==> src/rtl/jtframe_pll_supervisor.sv <==
// PLL lock supervisor and reset sequencer.
// Watches the PLL lock flag in the clk_sys domain and pulses the PLL reset
// when lock is lost. It also produces the system reset and the game reset,
// which are held while the clock tree or the ROM download is not ready.
//
// Ports:
//   clk_sys     in  system clock
//   RESET       in  asynchronous active-high master reset
//   pll_locked  in  PLL lock flag (asynchronous, synchronised here)
//   rst_req     in  user/OSD reset request, level sensitive
//   downloading in  ROM download in progress
//   pll_rst     out PLL reset, active high
//   rst         out system reset, active high (rst_n = ~rst)
//   game_rst    out game core reset, active high (game_rst_n = ~game_rst)
//
// PLL reset controller states:
//   state | meaning
//   IDLE  | pll_rst low, counter runs down to 0 and holds there
//   PULSE | pll_rst high until the counter expires
module jtframe_pll_supervisor #(
  parameter int         PLL_RST_LEN = 256,
  parameter logic [7:0] INIT_CNT    = 8'hD0,
  parameter int         RST_LEN     = 16
) (
  input  logic clk_sys,
  input  logic RESET,
  input  logic pll_locked,
  input  logic rst_req,
  input  logic downloading,
  output logic pll_rst,
  output logic rst,
  output logic rst_n,
  output logic game_rst,
  output logic game_rst_n
);

  localparam logic [7:0] PULSE_LOAD = 8'(PLL_RST_LEN - 1);
  localparam logic [7:0] RST_LOAD   = 8'(RST_LEN);

  typedef enum logic {IDLE, PULSE} state_t;

  state_t     st;
  logic [7:0] cnt;
  logic [7:0] rcnt;
  logic [7:0] gcnt;
  logic       lk_m, lk_s, last_locked;
  logic       lock_loss;
  logic       rst_src;
  logic       game_src;

  // Two-flop synchroniser plus one history flop for edge detection.
  always_ff @(posedge clk_sys or posedge RESET) begin
    if (RESET) begin
      lk_m        <= 1'b0;
      lk_s        <= 1'b0;
      last_locked <= 1'b0;
    end else begin
      lk_m        <= pll_locked;
      lk_s        <= lk_m;
      last_locked <= lk_s;
    end
  end

  assign lock_loss = last_locked & ~lk_s;

  // A loss while already pulsing reloads the counter and so stretches the
  // pulse. The power-up INIT_CNT value only counts down in IDLE.
  always_ff @(posedge clk_sys or posedge RESET) begin
    if (RESET) begin
      st      <= IDLE;
      pll_rst <= 1'b0;
      cnt     <= INIT_CNT;
    end else if (lock_loss) begin
      st      <= PULSE;
      pll_rst <= 1'b1;
      cnt     <= PULSE_LOAD;
    end else if (cnt != 8'd0) begin
      cnt <= cnt - 8'd1;
    end else if (st == PULSE) begin
      st      <= IDLE;
      pll_rst <= 1'b0;
    end
  end

  assign rst_src = rst_req | ~lk_s | pll_rst;

  // rst drops on the same edge that takes rcnt from 1 to 0.
  always_ff @(posedge clk_sys or posedge RESET) begin
    if (RESET) begin
      rst  <= 1'b1;
      rcnt <= RST_LOAD;
    end else if (rst_src) begin
      rst  <= 1'b1;
      rcnt <= RST_LOAD;
    end else if (rcnt != 8'd0) begin
      rcnt <= rcnt - 8'd1;
      if (rcnt == 8'd1) rst <= 1'b0;
    end
  end

  assign game_src = rst | downloading;

  always_ff @(posedge clk_sys or posedge RESET) begin
    if (RESET) begin
      game_rst <= 1'b1;
      gcnt     <= RST_LOAD;
    end else if (game_src) begin
      game_rst <= 1'b1;
      gcnt     <= RST_LOAD;
    end else if (gcnt != 8'd0) begin
      gcnt <= gcnt - 8'd1;
      if (gcnt == 8'd1) game_rst <= 1'b0;
    end
  end

  assign rst_n      = ~rst;
  assign game_rst_n = ~game_rst;

endmodule

==> config.mk <==
export PLATFORM = sky130hd
export DESIGN_NAME = jtframe_pll_supervisor
export DESIGN_NICKNAME = d
export VERILOG_FILES = /design/src/rtl/jtframe_pll_supervisor.sv
export SDC_FILE = /design/constraint.sdc
export NUM_CORES = 1
export LEC_CHECK = 0
export BUFFER_PORTS_ARGS = -buffer_cell sky130_fd_sc_hd__buf_2
export CELL_PAD_IN_SITES_DETAIL_PLACEMENT = 0
export CELL_PAD_IN_SITES_GLOBAL_PLACEMENT = 1
export CORE_ASPECT_RATIO = 1.5
export CORE_MARGIN = 2
export CORE_UTILIZATION = 30
export CTS_CLUSTER_SIZE = 10
export DETAILED_ROUTE_END_ITERATION = 10
export PLACE_DENSITY_LB_ADDON = 0.1
export SYNTH_ARGS = -nofsm -noshare
export SYNTH_HDL_FRONTEND = slang
export SYNTH_SLANG_ARGS = --single-unit
==> constraint.sdc <==
create_clock -name clk_sys -period 1.85 [get_ports clk_sys]
set_input_delay 0.0925 -clock clk_sys [delete_from_list [all_inputs] [get_ports clk_sys]]
set_output_delay 0.0925 -clock clk_sys [all_outputs]
set_load 0.02 [all_outputs]
==> results of run 1 <==
worst reg2reg max path: cells and delay by family, from the launching register on:
family	cells	cell delay [ps]
AO/OA/AOI/OAI	1	130
flip-flops	1	460
AND/OR/NAND/NOR	2	1060
area by class of cell:
| type | count | area (um2) |
|---|---|---|
| clock inverter | 1 | 5.00 |
| multi-input combinational | 113 | 802 |
| fill | 565 | 3410 |
| tap | 70 | 87.6 |
| inverter | 12 | 45.0 |
| timing repair buffer | 23 | 155 |
| clock buffer | 7 | 76.3 |
| sequential | 31 | 786 |
power breakdown:
group / total (mW) / switching (mW) / internal [mW] / leakage, nW
logic: 0.108 / 0.0540 / 0.0536 / 0.441
clock network: 0.510 / 0.247 / 0.264 / 0.0422
registers: 0.752 / 0.0375 / 0.715 / 0.371
total: 1.37 / 0.338 / 1.03 / 0.855
metal layers:
| layer | wire length (um) | vias to the layer above | GRT usage [%] | share of wire, % |
|---|---|---|---|---|
| met5 | 0 | - | 0 | 0 |
| met1 | 1520 | 623 | 13.7 | 43 |
| met3 | 85 | 5 | 3.22 | 2.4 |
| met4 | 74 | 0 | 6.74 | 2.1 |
| li1 | - | 651 | - | - |
| met2 | 1820 | 16 | 22.9 | 52 |
through the flow:
| stage | instances | utilization, % | setup WS (ps) | cell area [um2] | hold slack [ps] |
|---|---|---|---|---|---|
| after floorplan | 160 | - | 141 | 1640 | 124 |
| after global placement | 247 | 34.4 | 93.5 | 1850 | 195 |
| after detailed placement | 247 | 34.4 | 55.8 | 1850 | 202 |
| after CTS | 257 | 36.3 | 42.8 | 1950 | 39.4 |
| after global routing | 257 | 36.5 | 4.19 | 1960 | 57.8 |
| final | 257 | 36.5 | 134 | 1960 | 49.9 |
cells in the mapped netlist, types with 4 or more instances:
cell type and count:
a211o_1 4, a21oi_1 16, clkbuf_1 4, dfrtp_1 24
dfstp_2 7, ha_1 7, inv_1 12, nand2_1 4
nand3_1 6, nor2_1 7, nor2b_1 5, nor3b_1 5
o21ai_0 5, or4_1 9
flip-flops by register name (all words and copies together), names as in the netlist:
name,flops
cnt,8
gcnt,8
rcnt,8
game_rst,1
last_locked,1
lk_m,1
lk_s,1
pll_rst,1
rst,1
st,1
what timing repair did:
item | CTS | global route
gates resized for setup | 0 | 4
endpoints found under the setup margin | 0 | 3
hold endpoints to repair | 25 | 0
hold buffers | 2 | 0
cells by family (layout without fill, tap and decap cells):
logic type | after synthesis | after routing | share of synthesized area (%)
adder cells (fa/ha/maj) | 7 | 7 | 5.34
buffers and inverters | 16 | 43 | 3.66
AO/OA/AOI/OAI | 46 | 46 | 18.4
multiplexers | 3 | 3 | 1.83
AND/OR/NAND/NOR | 57 | 57 | 22.9
flip-flops | 31 | 31 | 47.9
final timing paths:
check                      cells past startpoint  slack (ps)  endpoint  startpoint
max                                            3         130   gcnt[6]     gcnt[2]
max in group asynchronous                      4        1090   rcnt[4]       RESET
min                                            3          50       rst     rst_req
max reg2reg                                    3         130   gcnt[6]     gcnt[2]
min in group asynchronous                      4         420   pll_rst       RESET
min reg2reg                                    0         350      lk_s        lk_m
==> results.txt, run 1 <==
remaining routing DRC violations: 0
slowest CP cell: or4_4
critical path class: reg -> reg
clock skew: 7.95 ps
initial antenna violation count: 0
H-tree depth: 2
Max Fclk: 583 MHz
largest net degree at the start of global routing: 32
root buffer cell: clkbuf_8
DR iter-0 viols: 41
WP data arrival: 1920 ps
share of the synthesized area in the top cell type: 36.6%
Area growth, synth to finish: 19.4%
height of the die: 94.5 um
number of setup buffers added after CTS: 0
Final TNS setup: 0 ps
layout cells sized above 1: 23.0%
unrepaired setup endpoints after global routing: false
total grt overflow: 0
total power: 1.37 mW
Buf/Inv on CP: 0
die area: 6080 um2
most frequent cells in the layout: dfrtp_1 (23), a21oi_1 (16), inv_1 (12), buf_4 (12)
register bit total from synthesis: 31
worst min path class: in -> reg
cell taking the most area after synthesis: dfrtp_1
Pleak: 0.855 nW
Netlist Area Pre-Place: 1640 um2
Gate Count Post-Synth: 160
# setup viols final: 0
Tmin final: 1720 ps
pwr dens: 700 nW/um2
number of placement rows: 33
CTS Buf Count: 5
post-synthesis sequential area ratio: 47.9%
Max Slew Vio Count: 0
Worst-Margin Slew: 600 ps
CP endpoint kind: register
Mean Syn Cell Area: 10.2 um2
Final Hold Viols: 0
slowest stage delay, CP: 580 ps
first-pass GRT wire length: 5.85 mm
crit-path cells: or4_4 > or4_1 > a21oi_1
Post-synth EDFFs: 0
drt first pass iters: 4
CORE AREA: 5370 um2
wirelength, routed: 3.50 mm
Async SR Flop Fraction: 100%
vias per cell: 5.04
Worst VDD drop: 0.393 mV
critical-path maximum fanout: 7
Ant. Diodes: 0
worst skew pair latency: 280 ps
status: completed
WP data required: 2060 ps
commonest non-fill, non-tap cell in the layout: dfrtp_1
Tcrit/Tclk final: 92.8%
Post-synth top flop: dfrtp_1
Nets: 198
top cells by area, synth: dfrtp_1 (37%), dfstp_2 (11%), ha_1 (5.3%), a21oi_1 (4.9%), or4_1 (4.1%)
CTS Sinks: 31
syn nets: 172
CTS tree: built
Die W: 64.4 um
I/O pin total: 10
vias in the first global route: 1294
CTS Buffer Depth: 2
Critical Path Start Type: register
Slew HR: 59.8%
port buffer count: 9
Avg WL per Cell: 13.6 um
crit-path leading delay family: simple AND/OR/NAND/NOR gates
Via Count: 1295
Synth cell types: 39
Detail Route Antenna Nets: 0
Yosys warning total: 0
Reg clk slew, reported paths: 60 ps
post-DP HPWL: 2.51 mm
max_cap viols: 0
Initial Util: 30.5%
GRT Util Overall: 12.8%
Final GP Congestion: 0.756
No activity file was read; power rests on OpenSTA's default activity.
==> run 2, diff against run 1 <==
--- a/config.mk
+++ b/config.mk
@@ -13,7 +13,7 @@
 export CORE_UTILIZATION = 30
 export CTS_CLUSTER_SIZE = 10
 export DETAILED_ROUTE_END_ITERATION = 10
-export PLACE_DENSITY_LB_ADDON = 0.1
+export PLACE_DENSITY = 0.53
 export SYNTH_ARGS = -nofsm -noshare
 export SYNTH_HDL_FRONTEND = slang
 export SYNTH_SLANG_ARGS = --single-unit
==> results.txt, run 2 (synthesis results as in run 1) <==
status: completed
initial antenna violation count: 0 (unchanged)
height of the die: 94.5 um (unchanged)
Placed Area: 1900 um2 (+2.8%)
layout cells sized above 1: 27.3% (+4.3 points)
Internal: 1.03 mW (-0.12%)
CP endpoint kind: register
vias in the first global route: 1344 (+3.9%)
Pleak: 0.899 nW (+5.1%)
Design Area, Final: 2020 um2 (+3.3%)
Die W: 64.4 um (unchanged)
Max Fclk: 583 MHz (about the same)
Max Slew Vio Count: 0 (unchanged)
Final GP Congestion: 0.754 (-0.16%)
GRT Util Overall: 13.4% (+0.59 points)
# setup viols final: 0 (unchanged)
total grt overflow: 0 (unchanged)
Ant. Diodes: 0 (unchanged)
clock skew: 12.5 ps (+4.50 ps)
Worst-Margin Slew: 610 ps (+9.72 ps)
Logic pwr share: 8.1% (+0.2 points)
Via Count: 1355 (+4.6%)
Tcrit/Tclk final: 92.7% (about the same)
final core utilization: 37.7% (+1.2 points)
critical-path maximum fanout: 5 (-2)
WP data arrival: 1930 ps (about the same)
pwr dens: 688 nW/um2 (-1.7%)
Reg clk slew, reported paths: 80 ps (+20 ps)
wirelength, routed: 3.59 mm (+2.5%)
Sw Pwr: 0.361 mW (+6.7%)
unrepaired setup endpoints after global routing: false
WP data required: 2070 ps (about the same)
R2R depth: 4 (+1)
drt first pass iters: 4 (unchanged)
most frequent cells in the layout: dfrtp_1 (24), buf_4 (19), a21oi_1 (16)
Initial Util: 30.5% (unchanged)
Critical Path Start Type: register
CTS Buf Count: 5 (unchanged)
Avg WL per Cell: 13.6 um (-0.23%)
H-tree depth: 2 (unchanged)
I/O pin total: 10 (unchanged)
Final TNS setup: 0 ps (unchanged)
number of placement rows: 33 (unchanged)
sw frac: 25.9% (+1.2 points)
Area growth, synth to finish: 23.4%
number of setup buffers added after CTS: 0 (unchanged)
Tmin final: 1720 ps (-1.18 ps)
CORE AREA: 5370 um2 (unchanged)
post-DP HPWL: 2.64 mm (+5.2%)
Worst VDD drop: 0.492 mV (+25%)
largest net degree at the start of global routing: 32 (unchanged)
vias per cell: 5.13 (+1.9%)
Detail Route Antenna Nets: 0 (unchanged)
Nets: 205 (+3.5%)
die area: 6080 um2 (unchanged)
Largest regs: cnt (8), gcnt (8), rcnt (8)
worst skew pair latency: 290 ps (about the same)
fill count: 561 (-0.71%)
first-pass GRT wire length: 6.23 mm (+6.5%)
multi-input logic area: 813 um2 (+1.4%)
critical path class: reg -> reg
max_cap viols: 0 (unchanged)
port buffer count: 9 (unchanged)
DR iter-0 viols: 21 (-49%)
CTS Buffer Depth: 2 (unchanged)
remaining routing DRC violations: 0 (unchanged)
clock group share of total power: 37.5% (+0.3 points)
Final Hold Viols: 0 (unchanged)
worst min path class: in -> reg
Worst Hold Depth: 3 (unchanged)
commonest non-fill, non-tap cell in the layout: dfrtp_1
CTS tree: built
register area: 785 um2 (-0.16%)
Slew HR: 59.3% (-0.51 points)
root buffer cell: clkbuf_8
register share of total power: 54.3% (-0.6 points)
CTS Sinks: 31 (unchanged)
run 2: timing repair:
item                                    CTS  global route
endpoints found under the setup margin    0            10
hold endpoints to repair                 25             0
gates resized for setup                   0             5
hold buffers                              2             0
run 2: metrics by stage:
stage | worst slack [ps] | cells | power [mW] | hold slack, ps
CTS | 63.5 | 264 | 1.42 | 52.4
global route | 58.2 | 264 | 1.47 | 48.8
finish | 135 | 264 | 1.39 | 54.3
global placement | 90.1 | 254 | 0.869 | 197
floorplan | 141 | 160 | 0.834 | 124
detailed placement | 96.7 | 254 | 0.877 | 206
run 2: path summary, 6_finish.rpt:
path	startpoint	to	slack [ps]
max	cnt[1]	cnt[5]	130
min	rst_req	rst	50
max reg2reg	cnt[1]	cnt[5]	130
min reg2reg	lk_m	lk_s	350
max in group asynchronous	RESET	gcnt[4]	1090
min in group asynchronous	RESET	cnt[5]	430
run 2: worst max-delay path: stages, from the launching register on:
cell       delay [ps]
dfrtp_1           400
or3_1             440
a2111oi_0         450
buf_4             190
mux2i_1           160
run 2: cell type report:
| class | count | area share (%) |
|---|---|---|
| well taps | 70 | 4.33 |
| inverters | 12 | 2.23 |
| repair buffers | 30 | 10.3 |
| multi-input cells | 113 | 40.2 |
| clock buffers | 5 | 3.40 |
| flip-flops and latches | 31 | 38.8 |
| clock inverters | 3 | 0.743 |
run 2: power groups by stage:
stage | Clock, mW | Sequential (mW) | Combinational [mW]
after global routing | 0.576 | 0.761 | 0.132
after floorplan | 0 | 0.752 | 0.0822
final | 0.522 | 0.756 | 0.113
after global placement | 0 | 0.762 | 0.107
after CTS | 0.549 | 0.751 | 0.116
after detailed placement | 0 | 0.764 | 0.113
run 2: layer usage:
layer,vias to the layer above,GRT usage (%),wire (um)
met2,12,23.9,1880
li1,666,-,-
met3,5,3.69,101
met5,-,0,0
met1,672,14.9,1540
met4,0,5.32,64
